`src/rtl/instruction_fetch_ctrl.sv`:
```
// Instruction fetch sequencer: owns the PC, drives the combinational instruction memory,
// buffers fetched words in an in-order queue and hands them to decode over valid/ready.
module instruction_fetch_ctrl #(
  parameter logic [63:0] RESET_PC    = 64'h0,
  parameter int unsigned QUEUE_DEPTH = 2
) (
  input  logic        CLK,
  input  logic        RST_N,
  input  logic        ENABLE,
  input  logic        REDIRECT_VALID,
  input  logic [63:0] REDIRECT_PC,
  output logic [63:0] IMEM_ADDR,
  input  logic [31:0] IMEM_DATA,
  output logic        INSTR_VALID,
  input  logic        INSTR_READY,
  output logic [31:0] INSTR,
  output logic [63:0] INSTR_PC,
  output logic        MISALIGNED,
  output logic [31:0] FETCH_COUNT
);

  localparam int unsigned PTR_W = (QUEUE_DEPTH > 1) ? $clog2(QUEUE_DEPTH) : 1;
  localparam int unsigned CNT_W = $clog2(QUEUE_DEPTH + 1);

  typedef enum logic [1:0] {ST_IDLE, ST_RUN, ST_FAULT} state_t;

  state_t             state, state_next;
  logic [63:0]        pc;
  logic [PTR_W-1:0]   head, tail;
  logic [CNT_W-1:0]   count;
  logic [63:0]        q_pc   [QUEUE_DEPTH];
  logic [31:0]        q_data [QUEUE_DEPTH];
  logic [63:0]        last_pc;
  logic [31:0]        last_instr;

  logic queue_nonempty, pop, attempt, push, fault_hit, fault_clear;

  function automatic logic [PTR_W-1:0] ptr_inc(input logic [PTR_W-1:0] p);
    return (p == PTR_W'(QUEUE_DEPTH - 1)) ? '0 : p + 1'b1;
  endfunction

  always_comb begin
    queue_nonempty = (count != '0);
    INSTR_VALID    = queue_nonempty & ~REDIRECT_VALID;
    pop            = INSTR_VALID & INSTR_READY;
    // Full queue still accepts a fetch when the head leaves in the same cycle.
    attempt        = (state == ST_RUN) & ENABLE & ~REDIRECT_VALID &
                     ((count < CNT_W'(QUEUE_DEPTH)) | pop);
    push           = attempt & (pc[1:0] == 2'b00);
    fault_hit      = attempt & (pc[1:0] != 2'b00);
    fault_clear    = REDIRECT_VALID & (state == ST_FAULT) & (REDIRECT_PC[1:0] == 2'b00);
    IMEM_ADDR      = pc;
    INSTR          = queue_nonempty ? q_data[head] : last_instr;
    INSTR_PC       = queue_nonempty ? q_pc[head]   : last_pc;
  end

  always_comb begin
    state_next = state;
    if (REDIRECT_VALID) begin
      if (state != ST_FAULT || fault_clear) state_next = ENABLE ? ST_RUN : ST_IDLE;
    end else begin
      unique case (state)
        ST_IDLE:  if (ENABLE) state_next = ST_RUN;
        ST_RUN:   if (fault_hit) state_next = ST_FAULT;
                  else if (!ENABLE) state_next = ST_IDLE;
        ST_FAULT: state_next = ST_FAULT;
        default:  state_next = ST_IDLE;
      endcase
    end
  end

  always_ff @(posedge CLK or negedge RST_N) begin
    if (!RST_N) begin
      state       <= ST_IDLE;
      pc          <= RESET_PC;
      head        <= '0;
      tail        <= '0;
      count       <= '0;
      last_pc     <= '0;
      last_instr  <= '0;
      MISALIGNED  <= 1'b0;
      FETCH_COUNT <= '0;
    end else begin
      state <= state_next;
      if (queue_nonempty) begin
        last_pc    <= q_pc[head];
        last_instr <= q_data[head];
      end
      if (REDIRECT_VALID) begin
        pc    <= REDIRECT_PC;
        head  <= '0;
        tail  <= '0;
        count <= '0;
      end else begin
        if (push) begin
          pc          <= pc + 64'd4;
          tail        <= ptr_inc(tail);
          FETCH_COUNT <= FETCH_COUNT + 32'd1;
        end
        if (pop) head <= ptr_inc(head);
        if (push && !pop)      count <= count + 1'b1;
        else if (pop && !push) count <= count - 1'b1;
      end
      if (fault_hit)        MISALIGNED <= 1'b1;
      else if (fault_clear) MISALIGNED <= 1'b0;
    end
  end

  // Queue storage carries no reset; count gates every read of it.
  always_ff @(posedge CLK) begin
    if (push) begin
      q_pc[tail]   <= pc;
      q_data[tail] <= IMEM_DATA;
    end
  end

endmodule

```
`config.mk`:
```
export PLATFORM = sky130hd
export DESIGN_NAME = instruction_fetch_ctrl
export DESIGN_NICKNAME = d
export VERILOG_FILES = /design/src/rtl/instruction_fetch_ctrl.sv
export SDC_FILE = /design/constraint.sdc
export NUM_CORES = 1
export LEC_CHECK = 0
export BUFFER_PORTS_ARGS = -buffer_cell sky130_fd_sc_hd__buf_2
export CAP_MARGIN = 10
export CORE_MARGIN = 4
export CORE_UTILIZATION = 35
export DETAILED_ROUTE_END_ITERATION = 10
export HOLD_SLACK_MARGIN = 0.1
export PLACE_DENSITY_LB_ADDON = 0.3
export SKIP_LAST_GASP = 1
export SLEW_MARGIN = 20
export SYNTH_ARGS = -nofsm -noshare
export SYNTH_HDL_FRONTEND = slang
export SYNTH_SLANG_ARGS = --single-unit
```
`constraint.sdc`:
```
create_clock -name CLK -period 13.37 [get_ports CLK]
set_clock_uncertainty 0.15 [all_clocks]
set_input_delay 2.674 -clock CLK [delete_from_list [all_inputs] [get_ports CLK]]
set_output_delay 2.674 -clock CLK [all_outputs]
set_load 0.03 [all_outputs]
```
==> run_results.csv, run 1 <==
group,metric,value,unit
timing,grt_setup_unrepaired,"false",
synth,synth_mux_area_frac,0.06452,
worst_setup_path,crit_type,"register to primary output",
detailed_routing,num_vias,10700,
placement,post-place-cells,2059,
worst_setup_path,crit_required,10.55,ns
worst_setup_path,critPathBufInv,2,
grt,antenna_found_initial,17,
die,num_io_pins,295,
timing,drv_slew,0,
layout,syn_to_final_growth,22.36,%
clocking,worstSkewPairLatency,0.55,ns
worst_setup_path,r2r-start,"IMEM_ADDR[0]",
detailed_routing,routedWlPerCell,19.27,um
power,leakagePower,7.538,nW
worst_setup_path,worstPathMaxFanout,58,
synth,synth_adder_area_share,0.001591,
synth,synthXorXnorAreaFrac,0.02729,
detailed_routing,dr.pass1.iters,6,
synth,synthDistinctLibCells,62,
layout,final_layout_size_suffix_gt1_frac,0.2547,
synth,ys_ff_latch,391,
clocking,cts_setup_buffers,0,
worst_setup_path,slowest_delay,1.16,ns
die,dieArea,48390,um^2
timing,setup_viol,0,
synth,syn_area,15730,um^2
layout,fin_cells,2147,
layout,design_area,19240,um^2
timing,finalCritPeriodShare,0.4546,
layout,nFillCells,4169,
synth,syn_inst,1225,
die,core-area,44320,um^2
detailed_routing,antenna_left,0,
worst_setup_path,critPathLaunchType,"register",
placement,port_buffers,294,
grt,grt_max_degree,93,
synth,ys_seq_area_frac,0.6833,
worst_setup_path,crit_start,"head",
synth,synth_nets,1328,
hold_path,hold_path_class,"register to register",
timing,tns,0,ns
clocking,ctsHoldBuffers,0,
synth,synth-edff-count,192,
worst_setup_path,cpMaxStageDelayCell,"dfrtp_4",
synth,synth_compound_area_frac,0.07582,
layout,fin_nets,1616,
worst_setup_path,path_cells,"buf_4 -> mux2i_1 -> a21oi_1 -> buf_2",
timing,fmax,164.5,MHz
die,dieHeight,220.0,um
grt,first_global_vias,10530,
power,clock_power_share,0.331,
placement,dp_hpwl,27660,um
clocking,htreeDepth,2,
clocking,clockRootBuffer,"clkbuf_16",
synth,synth_top_family_by_area,"simple AND/OR/NAND/NOR gates",
detailed_routing,drc,0,
power,seq_power_share,0.434,
status,outcome,"finished clean",
hold_path,min-delay-start,"FETCH_COUNT[31]",
die,fp.dieW,220.0,um
clocking,ctsResizeCount,0,
timing,period_needed,6.078,ns
grt,grt_pass1_wl,63030,um
worst_setup_path,cp_top_family,"flip-flops",
clocking,cts_buffer_depth,3,
detailed_routing,drt_iter0_markers,520,
power,power.internal,2.360,mW
clocking,clkSinkCount,391,
synth,synth_ff_type,"dfrtp_1",
clocking,cts_tree,"built",
flow_run,drv_cap,0,
power,power_density,183.1,nW/um^2
die,start_util,0.3549,
synth,ys_warn_count,0,
detailed_routing,finalWirelength,41380,um
timing,relSlewSlack,0.2534,
synth,syn_avg_cell_area,12.84,um^2
detailed_routing,routed_via_density,4.984,
power,pwr-share-comb,0.235,
timing,timing_hold_violations_final,0,
clocking,path_clk_slew,0.06,ns
worst_setup_path,cp-end-kind,"primary output",
clocking,cts_buffers,44,
timing,worst_pin_slew,1.120,ns
layout,final_core_util,0.4342,
synth,synth-async-reset-ratio,0.5090,
power,netSwitchingFraction,0.3304,
worst_setup_path,cp.arrival,3.25,ns
power,power_switching,1.164,mW
grt,grt-ovfl-total,0,
synth,synthSimpleGateAreaFrac,0.1297,
placement,gp_congestion,0.8227,
die,rows,77,
grt,grt_usage,0.1681,
power,ir_worst_vdd,0.0001061,V
placement,dpl_cell_area,17810,um^2
[cell families after synthesis]
group	count (synthesis)
DFF	391
xor gates and xnor gates	49
and+or+nand+nor	406
buffers and inverters	72
AOI/OAI and AO/OA	204
muxes	101
adders and majority gates	2
[registers in the layout (all words and copies together) (netlist names)]
name / flops
FETCH_COUNT: 32
IMEM_ADDR: 64
MISALIGNED: 1
count: 2
head: 1
last_instr: 32
last_pc: 64
q_data: 64
q_pc: 128
state: 2
tail: 1
[metrics by stage]
| step | hold slack [ns] | setup WS, ns | power [mW] |
|---|---|---|---|
| 3_5_place_dp | 0.3080 | 7.281 | 2.391 |
| 2_1_floorplan | 0.3547 | 4.936 | 2.098 |
| 3_3_place_gp | 0.3085 | 7.281 | 2.377 |
| 5_1_grt | 0.3513 | 7.094 | 3.706 |
| 6_report | 0.3241 | 7.292 | 3.524 |
| 4_1_cts | 0.3254 | 7.196 | 3.574 |
[routing by layer]
| layer | track usage | wire length (um) | vias up |
|---|---|---|---|
| met3 | 0.06109 | 3449 | 70 |
| met4 | 0.04124 | 790 | 18 |
| li1 | - | - | 5060 |
| met2 | 0.2672 | 19240 | 293 |
| met1 | 0.2203 | 17770 | 5259 |
| met5 | 0 | 121 | - |
[Yosys cell counts (10+ instances only)]
| cell type | count | area share |
|---|---|---|
| nand3b_1 | 14 | 0.0067 |
| o21ai_0 | 40 | 0.013 |
| and3_1 | 17 | 0.0068 |
| nand4_1 | 30 | 0.012 |
| xnor2_1 | 34 | 0.019 |
| xor2_1 | 15 | 0.0084 |
| edfxtp_1 | 192 | 0.37 |
| clkbuf_1 | 53 | 0.013 |
| nand2_1 | 107 | 0.026 |
| nand3_1 | 33 | 0.011 |
| a21oi_1 | 104 | 0.033 |
| nor2_1 | 140 | 0.033 |
| o311ai_0 | 10 | 0.0056 |
| dfrtp_1 | 199 | 0.32 |
| o211ai_1 | 18 | 0.0086 |
| mux2i_1 | 98 | 0.062 |
[worst reg2reg max path: cells and delay by family (launching register included)]
kind,cells,cell delay [ns]
buffers and inverters,1,0.88
flip-flops,1,0.42
AND/OR/NAND/NOR,3,1.43
[placed cells by master, fill, tap and decap left out, types with 5 or more instances in the layout]
cell type  synthesis  routed
dfrtp_1          199     198
o21ai_0           40      40
diode_2            0       8
nor2_1           140     138
clkbuf_16          0      45
clkbuf_1          53      12
clkinv_2           0       8
nand2_1          107     107
mux2i_1           98      98
a31oi_1            7       7
nand3b_1          14      14
inv_1              9       9
buf_4              0      12
nor3_1             9       9
and3_1            17      17
nor2b_1            9       9
nand2b_1           5       5
buf_2              2     292
nand3_1           33      33
nand4_1           30      30
xor2_1            15      15
o211ai_1          18      18
edfxtp_1         192     192
clkbuf_8           0       7
nor4_1             7       7
xnor2_1           34      34
o311ai_0          10      10
a21oi_1          104     104
[power groups by stage]
stage          combinational (mW)  sequential (mW)  clock [mW]
2_1_floorplan               0.530             1.57           0
3_3_place_gp                0.830             1.55           0
3_5_place_dp                0.838             1.55           0
4_1_cts                     0.841             1.53        1.20
5_1_grt                     0.895             1.55        1.26
6_report                    0.828             1.53        1.17
[cell type report]
| class | count | area (um^2) | area share |
|---|---|---|---|
| clock buffers | 64 | 1267 | 0.06586 |
| repair buffers | 305 | 1567 | 0.08140 |
| diodes | 8 | 20.02 | 0.001040 |
| multi-input cells | 762 | 4731 | 0.2458 |
| flip-flops and latches | 391 | 10750 | 0.5586 |
| well taps | 592 | 740.7 | 0.03849 |
| clock inverters | 16 | 135.1 | 0.007022 |
| inverters | 9 | 33.78 | 0.001756 |
[final timing paths]
check | to | slack [ns] | cells past startpoint
setup / recovery | INSTR_PC[50] | 7.29 | 4
hold / removal | FETCH_COUNT[31] | 0.32 | 1
setup reg to reg | q_pc[0][20] | 9.99 | 4
hold reg to reg | FETCH_COUNT[31] | 0.32 | 1
max in group asynchronous | head | 9.57 | 2
min in group asynchronous | FETCH_COUNT[14] | 1.97 | 1
Note: power is estimated with default switching activity, not from simulation.
==> run 2, diff against run 1 <==
--- a/config.mk
+++ b/config.mk
@@ -5,6 +5,7 @@
 export SDC_FILE = /design/constraint.sdc
 export NUM_CORES = 1
 export LEC_CHECK = 0
+export ABC_AREA = 1
 export BUFFER_PORTS_ARGS = -buffer_cell sky130_fd_sc_hd__buf_2
 export CAP_MARGIN = 10
 export CORE_MARGIN = 4
==> constraint.sdc (replaced) <==
create_clock -name CLK -period 6 [get_ports CLK]
set_clock_uncertainty 0.15 [all_clocks]
set_input_delay 1.2 -clock CLK [delete_from_list [all_inputs] [get_ports CLK]]
set_output_delay 1.2 -clock CLK [all_outputs]
set_load 0.03 [all_outputs]
==> run 2 against run 1 <==
Effect of this change: count of clock-buffer cells in the layout fell by 4; final area rose by 9.8%; synthesized cell count rose by 59%; wire length rose by 22%; final cell count rose by 37%; sequential share of layout area fell by 5.0 points; combinational power rose to 4.1 times the previous value; critical path type unchanged; largest power group unchanged.
==> run_results.csv, run 2 <==
group,metric,value,unit
status,outcome,"finished clean",
detailed_routing,num_vias,13710,
placement,dpl_cell_area,19740,um^2
die,dieArea,53830,um^2
layout,syn_to_final_growth,20.34,%
placement,preCtsSetupSlack,2.041,ns
clocking,path_clk_slew,0.06,ns
synth,synth_top_area_frac,0.3283,
layout,fin_nets,2339,
power,ir_worst_vdd,0.0002999,V
detailed_routing,antenna_left,0,
power,power,9.592,mW
synth,synthTopCellsByCount,"nand2_1, o21ai_0, dfrtp_1, edfxtp_1, inv_1",
detailed_routing,drt_iter0_markers,863,
synth,ys_seq_area_frac,0.6118,
grt,busiest_layer,"met2",
synth,synth_area_leaders,"edfxtp_1, dfrtp_1, nand2_1, o21ai_0, inv_1",
grt,grt-ovfl-total,0,
timing,tns,0,ns
timing,setup_slack,1.741,ns
synth,syn_inst,1951,
synth,synth_nets,2054,
placement,gp_congestion,0.9414,
clocking,cts_tree,"built",
die,start_util,0.3566,
synth,syn_area,17560,um^2
clocking,ctsHoldBuffers,0,
grt,met3_usage,0.04269,
timing,fmax,234.8,MHz
synth,synth-async-reset-ratio,0.5090,
grt,first_global_vias,13390,
timing,timing_hold_violations_final,0,
grt,grt_util_met1,0.2396,
timing,finalCritPeriodShare,0.7098,
synth,ys_warn_count,0,
clocking,cts_buffer_depth,3,
grt,grt_pass1_wl,77230,um
detailed_routing,routedWlPerCell,17.23,um
clocking,clockRootBuffer,"clkbuf_16",
timing,drv_slew,0,
synth,synth_ff_type,"dfrtp_1",
die,fp.dieW,232.0,um
synth,synth_most_common_cell,"nand2_1",
synth,synthDistinctLibCells,33,
clocking,ctsResizeCount,0,
grt,grt_usage,0.1839,
worst_setup_path,critPathLaunchType,"register",
detailed_routing,routed_via_density,4.672,
detailed_routing,drc,0,
worst_setup_path,crit_type,"register to primary output",
timing,setup_viol,0,
synth,ys_ff_latch,391,
die,dieHeight,232.0,um
worst_setup_path,crit_required,4.65,ns
timing,worst_pin_slew,0.9878,ns
layout,largest_register_ffs,128,
grt,grt_max_degree,149,
layout,design_area,21140,um^2
clocking,htreeDepth,2,
power,leakagePower,9.172,nW
worst_setup_path,worstPathMaxFanout,148,
die,num_io_pins,295,
die,core-area,49250,um^2
synth,yosysTopAreaCell,"edfxtp_1",
placement,port_buffers,294,
grt,use_met2,0.3063,
clocking,cts_setup_buffers,0,
worst_setup_path,cp-end-kind,"primary output",
grt,antenna_found_initial,12,
detailed_routing,dr.pass1.iters,5,
detailed_routing,finalWirelength,50570,um
die,rows,81,
layout,final_common_cell,"nand2_1",
layout,final_cell_mix,"nand2_1, buf_2, o21ai_0, dfrtp_1, edfxtp_1",
hold_path,hold_path_class,"register to register",
placement,post-place-cells,2855,
layout,regMostFlops,"q_pc",
timing,relSlewSlack,0.3415,
power,power_density,453.8,nW/um^2
layout,fin_cells,2935,
clocking,worstSkewPairLatency,0.56,ns
layout,final_layout_size_suffix_gt1_frac,0.1797,
timing,grt_setup_unrepaired,"false",
synth,syn_avg_cell_area,9.002,um^2
placement,dp_hpwl,36900,um
worst_setup_path,cp.arrival,2.91,ns
timing,period_needed,4.259,ns
clocking,cts_buffers,43,
clocking,clkSinkCount,391,
synth,synth-edff-count,192,
flow_run,drv_cap,0,
==> run 2: cell types whose count changed after synthesis, sizes merged, moves of 25 or more <==
cell   previous run  this run
o21ai            42       238
nor2            140       178
buf              10        35
inv               9       191
mux2i            98         0
nand2           108       704
nand3            34        81
a21oi           104         4
==> run 2: layout make-up <==
type | count | area, um^2
Antenna cell | 1 | 2.502
Sequential cell | 391 | 10750
Fill cell | 4911 | 28120
Inverter | 191 | 721.9
Multi-Input combinational cell | 1303 | 5818
Clock inverter | 19 | 168.9
Timing Repair Buffer | 306 | 1622
Tap cell | 664 | 830.8
Clock buffer | 60 | 1222
==> run 2: worst max-delay path, cell delays in order (launching register included) <==
cell,delay [ns]
dfrtp_1,0.42
inv_2,0.10
nand2_2,0.10
inv_6,0.67
buf_4,0.49
nand2_1,0.10
o21ai_0,0.14
buf_2,0.26
==> run 2: kinds of logic (layout without fill, tap and decap cells) <==
group	after synthesis	count (layout)	share of synthesized area
DFF	391	391	0.6118
AOI/OAI and AO/OA	250	250	0.07231
other	0	1	0
adders and majority gates	2	2	0.001425
xor gates and xnor gates	45	45	0.02244
buffers and inverters	257	576	0.05778
and+or+nand+nor	1006	1006	0.2342
==> run 2: power by group <==
group	internal (mW)	switching, mW	total, mW	leakage (nW)
Sequential	3.29	0.324	3.61	4.21
Combinational	0.822	2.55	3.37	4.28
Clock	1.55	1.06	2.61	0.684
==> run 2: final timing paths <==
check | from | end | slack (ns) | cells past startpoint
min in group asynchronous | RST_N | FETCH_COUNT[28] | 0.51 | 1
max reg2reg | count[1] | q_pc[1][62] | 3.01 | 7
min reg2reg | last_pc[18] | last_pc[18] | 0.34 | 2
max | count[1] | INSTR_PC[27] | 1.74 | 7
max in group asynchronous | RST_N | last_instr[11] | 4.10 | 2
min | last_pc[18] | last_pc[18] | 0.34 | 2
==> run 2: stage by stage <==
stage / utilization / hold WS, ns
after floorplan: - / 0.3143
after detailed placement: 0.4008 / 0.3289
after global placement: 0.4008 / 0.3215
after CTS: 0.4291 / 0.3446
final: 0.4291 / 0.3371
after global routing: 0.4291 / 0.3641
==> run 2: layer usage <==
| metal | part of all wire | routed length, um | up-vias |
|---|---|---|---|
| li1 | - | - | 6884 |
| met1 | 0.44 | 22160 | 6387 |
| met5 | 0.0025 | 124 | - |
| met3 | 0.058 | 2948 | 93 |
| met4 | 0.026 | 1315 | 20 |
| met2 | 0.47 | 24020 | 328 |
